[config.mk]
export PLATFORM = sky130hd
export DESIGN_NAME = bp_fe_bp_update_queue
export DESIGN_NICKNAME = d
export VERILOG_FILES = /design/src/rtl/bp_fe_bp_update_queue.sv
export SDC_FILE = /design/constraint.sdc
export NUM_CORES = 1
export LEC_CHECK = 0
export CORE_UTILIZATION = 38
export DETAILED_ROUTE_END_ITERATION = 8
export PLACE_DENSITY = 0.62
export SYNTH_ARGS = -nofsm -noshare
export SYNTH_HDL_FRONTEND = slang
export SYNTH_SLANG_ARGS = --single-unit
export TNS_END_PERCENT = 1
[constraint.sdc]
create_clock -name clk_i -period 9.1 [get_ports clk_i]
set_input_delay 0.91 -clock clk_i [delete_from_list [all_inputs] [get_ports clk_i]]
set_output_delay 0.91 -clock clk_i [all_outputs]
set_load 0.02 [all_outputs]
[src/rtl/bp_fe_bp_update_queue.sv]
// Program-ordered queue of issued branch predictions feeding the BHT write port.
// Pops in order on resolve and emits a registered {w_v, idx, correct} update.
module bp_fe_bp_update_queue #(
  parameter int bht_idx_width_p = 8,
  parameter int depth_p         = 8,
  localparam int ptr_width_lp   = $clog2(depth_p),
  localparam int cnt_width_lp   = $clog2(depth_p+1)
) (
  input  logic                       clk_i,
  input  logic                       reset_n_i,
  input  logic                       pred_v_i,
  input  logic [bht_idx_width_p-1:0] pred_idx_i,
  input  logic                       pred_taken_i,
  output logic                       pred_ready_o,
  input  logic                       res_v_i,
  input  logic                       res_taken_i,
  input  logic                       flush_i,
  output logic                       w_v_o,
  output logic [bht_idx_width_p-1:0] idx_w_o,
  output logic                       correct_o,
  output logic                       mispredict_o,
  output logic [cnt_width_lp-1:0]    count_o,
  output logic                       underflow_o
);

  typedef struct packed {
    logic [bht_idx_width_p-1:0] idx;
    logic                       taken;
  } entry_s;

  localparam logic [cnt_width_lp-1:0] depth_c = cnt_width_lp'(depth_p);

  entry_s [depth_p-1:0]    mem;
  logic [ptr_width_lp-1:0] wr_ptr, rd_ptr;
  logic [cnt_width_lp-1:0] count;
  entry_s                  head;
  logic full, empty, deq, enq, mispredict_now, squash;

  assign full           = (count == depth_c);
  assign empty          = (count == '0);
  assign head           = mem[rd_ptr];
  assign deq            = res_v_i & ~empty;
  assign mispredict_now = deq & (head.taken != res_taken_i);
  assign squash         = flush_i | mispredict_now;
  // A squash cycle drops the same-cycle prediction: it belongs to the wrong path.
  assign enq            = pred_v_i & ~full & ~squash;

  assign pred_ready_o = ~full;
  assign count_o      = count;

  always_ff @(posedge clk_i) begin
    if (enq) mem[wr_ptr] <= '{idx: pred_idx_i, taken: pred_taken_i};
  end

  always_ff @(posedge clk_i or negedge reset_n_i) begin
    if (!reset_n_i) begin
      wr_ptr       <= '0;
      rd_ptr       <= '0;
      count        <= '0;
      w_v_o        <= 1'b0;
      idx_w_o      <= '0;
      correct_o    <= 1'b0;
      mispredict_o <= 1'b0;
      underflow_o  <= 1'b0;
    end else begin
      if (enq) wr_ptr <= wr_ptr + ptr_width_lp'(1);
      if (squash) begin
        rd_ptr <= wr_ptr;
        count  <= '0;
      end else begin
        if (deq) rd_ptr <= rd_ptr + ptr_width_lp'(1);
        count <= count + cnt_width_lp'(enq) - cnt_width_lp'(deq);
      end
      w_v_o        <= deq;
      mispredict_o <= mispredict_now;
      if (deq) begin
        idx_w_o   <= head.idx;
        correct_o <= ~mispredict_now;
      end
      if (res_v_i & empty) underflow_o <= 1'b1;
    end
  end

endmodule

==> flow_metrics.env <==
export IMPL_status="completed"
export IMPL_rows=36
export IMPL_finalSetupTns_ns=0
export IMPL_cts_sinks=94
export IMPL_regArea_mm2=0.00271
export IMPL_initial_core_util_pct=39.6
export IMPL_grt_overflow_total=0
export IMPL_cts_buffers=9
export IMPL_layout_drive_gt1_share_pct=16.2
export IMPL_clk_insertion_delay_late_ns=0.36
export IMPL_drt_total_wl_um=6740
export IMPL_grtUsageTotal_pct=14.3
export IMPL_dp_slack_ns=5.01
export IMPL_synth_edf_count=72
export IMPL_slew_viol_final=0
export IMPL_path_clk_slew_ns=0.10
export IMPL_fin_area_mm2=0.00453
export IMPL_coreArea_mm2=0.00986
export IMPL_ys_ff_latch=94
export IMPL_wl_per_cell_um=17.1
export IMPL_hpwlAfterDp_um=4430
export IMPL_drt_initial_drc_count=92
export IMPL_max_cap_viol_count=0
export IMPL_p_per_area_mw_per_mm2=288
export IMPL_final_hold_viol_count=0
export IMPL_tritoncts="yes"
export IMPL_period_needed_ns=3.68
export IMPL_drc=0
export IMPL_dieArea_mm2=0.0107
export IMPL_grt_max_degree=24
export IMPL_fp_dieW_um=103
export IMPL_firstDrtPassIters=4
export IMPL_async_reset_ff_share_pct=23.4
export IMPL_worstHoldPathType="flip-flop to flip-flop"
export IMPL_placed_area_mm2=0.00435
export IMPL_synth_fp_nets=244
export IMPL_fmax_mhz=271
export IMPL_die_h_um=103
export IMPL_stdcell_count=393
export IMPL_gp_congestion=0.687
export IMPL_power_mw=1.30
export IMPL_htree_levels=3
export IMPL_synth_cells=220
export IMPL_skew_ns=0.0166
export IMPL_multi_input_area_mm2=0.00109
export IMPL_cellLeakagePower_nw=1.61
export IMPL_ios=32
export IMPL_slew_limit_headroom_pct=34.4
export IMPL_post_cts_setup_buffers=0
export IMPL_fillers=826
export IMPL_synth_area_per_cell_um2=17.7
export IMPL_cp_start_kind="input pin"
export IMPL_netlist_area_mm2=0.00390
export IMPL_vias=1946
export IMPL_cts_buffer_depth=2
export IMPL_yosysTopAreaCellShare_pct=55.4
export IMPL_n_antenna_cell=0
export IMPL_layout_setup_ws_ns=5.42
export IMPL_ys_seq_area_share_pct=69.5
export IMPL_syn_to_final_growth_pct=16.0
export IMPL_hold_buffers=0
export IMPL_grt_pass1_wl_um=10700
export IMPL_path_class="input pin to flip-flop"
export IMPL_grt_pass1_vias=1878
export IMPL_cts_resized=0
export IMPL_yosysWarningCount=0
export IMPL_critPathMaxFanout=21
export IMPL_vias_per_cell=4.95
export IMPL_required_ns=9.16
export IMPL_worst_pin_slew_ns=0.981
export IMPL_rsz0062_at_grt="false"
export IMPL_worstPathArrival_ns=3.74
export IMPL_detail_route_antenna_nets=0
export IMPL_cts_root_buffer="clkbuf_8"
export IMPL_synth_ff_type="edfxtp_1"
export IMPL_synth_top_cell_by_area="edfxtp_1"
export IMPL_cp_end_kind="flip-flop"
export IMPL_peakVddDrop_mv=0.106
export IMPL_ys_types=39
export IMPL_finalSetupViolations=0
export IMPL_nNetsFinal=279
export IMPL_post_place_cells=377
export IMPL_synth_area_leaders="edfxtp_1 (55%), dfrtp_1 (14%), mux4_2 (6.9%)"
export IMPL_antenna_found_initial=0
export IMPL_port_buffers=31
export IMPL_period_share_pct=40.5
final timing paths:
path	start	endpoint	slack (ns)	cells after the start
setup / recovery	res_v_i	mem[12]	5.42	6
hold / removal	underflow_o	underflow_o	0.48	1
setup reg to reg	count_o[2]	mem[12]	5.64	8
hold reg to reg	underflow_o	underflow_o	0.48	1
max in group asynchronous	reset_n_i	idx_w_o[4]	7.42	1
min in group asynchronous	reset_n_i	count_o[2]	1.08	1
stage by stage:
stage	hold WS [ns]	util, %
floorplan	0.588	-
global placement	0.451	44.1
detailed placement	0.458	44.1
CTS	0.481	45.9
global route	0.523	45.9
finish	0.477	45.9
report_power, final:
| part | internal (mW) | switching, mW | total [mW] |
|---|---|---|---|
| Sequential | 0.529 | 0.0778 | 0.607 |
| Combinational | 0.227 | 0.211 | 0.438 |
| Clock | 0.104 | 0.152 | 0.257 |
synth_stat cells, drive strengths merged (2+ instances only):
library cell and instances:
mux4 16, buf 7, mux2i 13, ha 8, nand3 2, a21o 2
clkbuf 5, nor2 8, mux2 2, nand2 18, a211o 2, xnor2 5
o21ai 9, edfxtp 72, nor4b 3, dfrtp 22, nand3b 3, inv 8
kinds of logic (layout without fill, tap and decap cells):
kind of cell / after synthesis / count (layout) / synth area share [%]
DFF: 94 / 94 / 69.5
muxes: 31 / 31 / 13.5
and+or+nand+nor: 41 / 41 / 6.47
buffers and inverters: 21 / 61 / 2.88
AOI/OAI and AO/OA: 18 / 18 / 3.04
adders and majority gates: 9 / 9 / 3.08
xor gates and xnor gates: 6 / 6 / 1.54
registers in the layout (all words and copies together) (netlist names):
register	cells
rd_ptr	3
w_v_o	1
idx_w_o	8
count_o	4
mispredict_o	1
correct_o	1
mem	72
wr_ptr	3
underflow_o	1
worst max-delay path, stage by stage:
cell             delay (ns)
clkdlybuf4s50_1        0.42
nand2_1                0.42
clkinv_1               0.40
a211o_1                0.55
nor4b_2                0.75
buf_4                  0.29
metal layers:
metal	vias up	track usage, %	wire [um]
met5	-	0	0
met4	0	6.50	110
met3	10	2.62	211
met2	53	22.1	3190
met1	968	19.6	3220
li1	915	-	-
final cells by class:
class,instances,share of cell area [%]
clock buffers,10,2.82
clock inverters,6,1.19
inverters,9,0.746
multi-input cells,105,24.0
flip-flops and latches,94,59.9
well taps,133,3.68
repair buffers,36,7.68
placed cells by master (no fill, tap or decap), types with 3 or more instances in the layout:
cell / synthesis / final
mux4_1: 4 / 4
inv_1: 8 / 8
ha_1: 8 / 8
edfxtp_1: 72 / 72
mux4_2: 12 / 12
clkbuf_8: 0 / 9
buf_4: 0 / 5
o21ai_0: 9 / 9
clkdlybuf4s50_1: 0 / 31
mux2i_1: 13 / 13
nand3b_1: 3 / 3
nand2_1: 18 / 18
dfrtp_1: 22 / 22
nor2_1: 8 / 8
xnor2_1: 4 / 4
No activity file was read; power rests on OpenSTA's default activity.
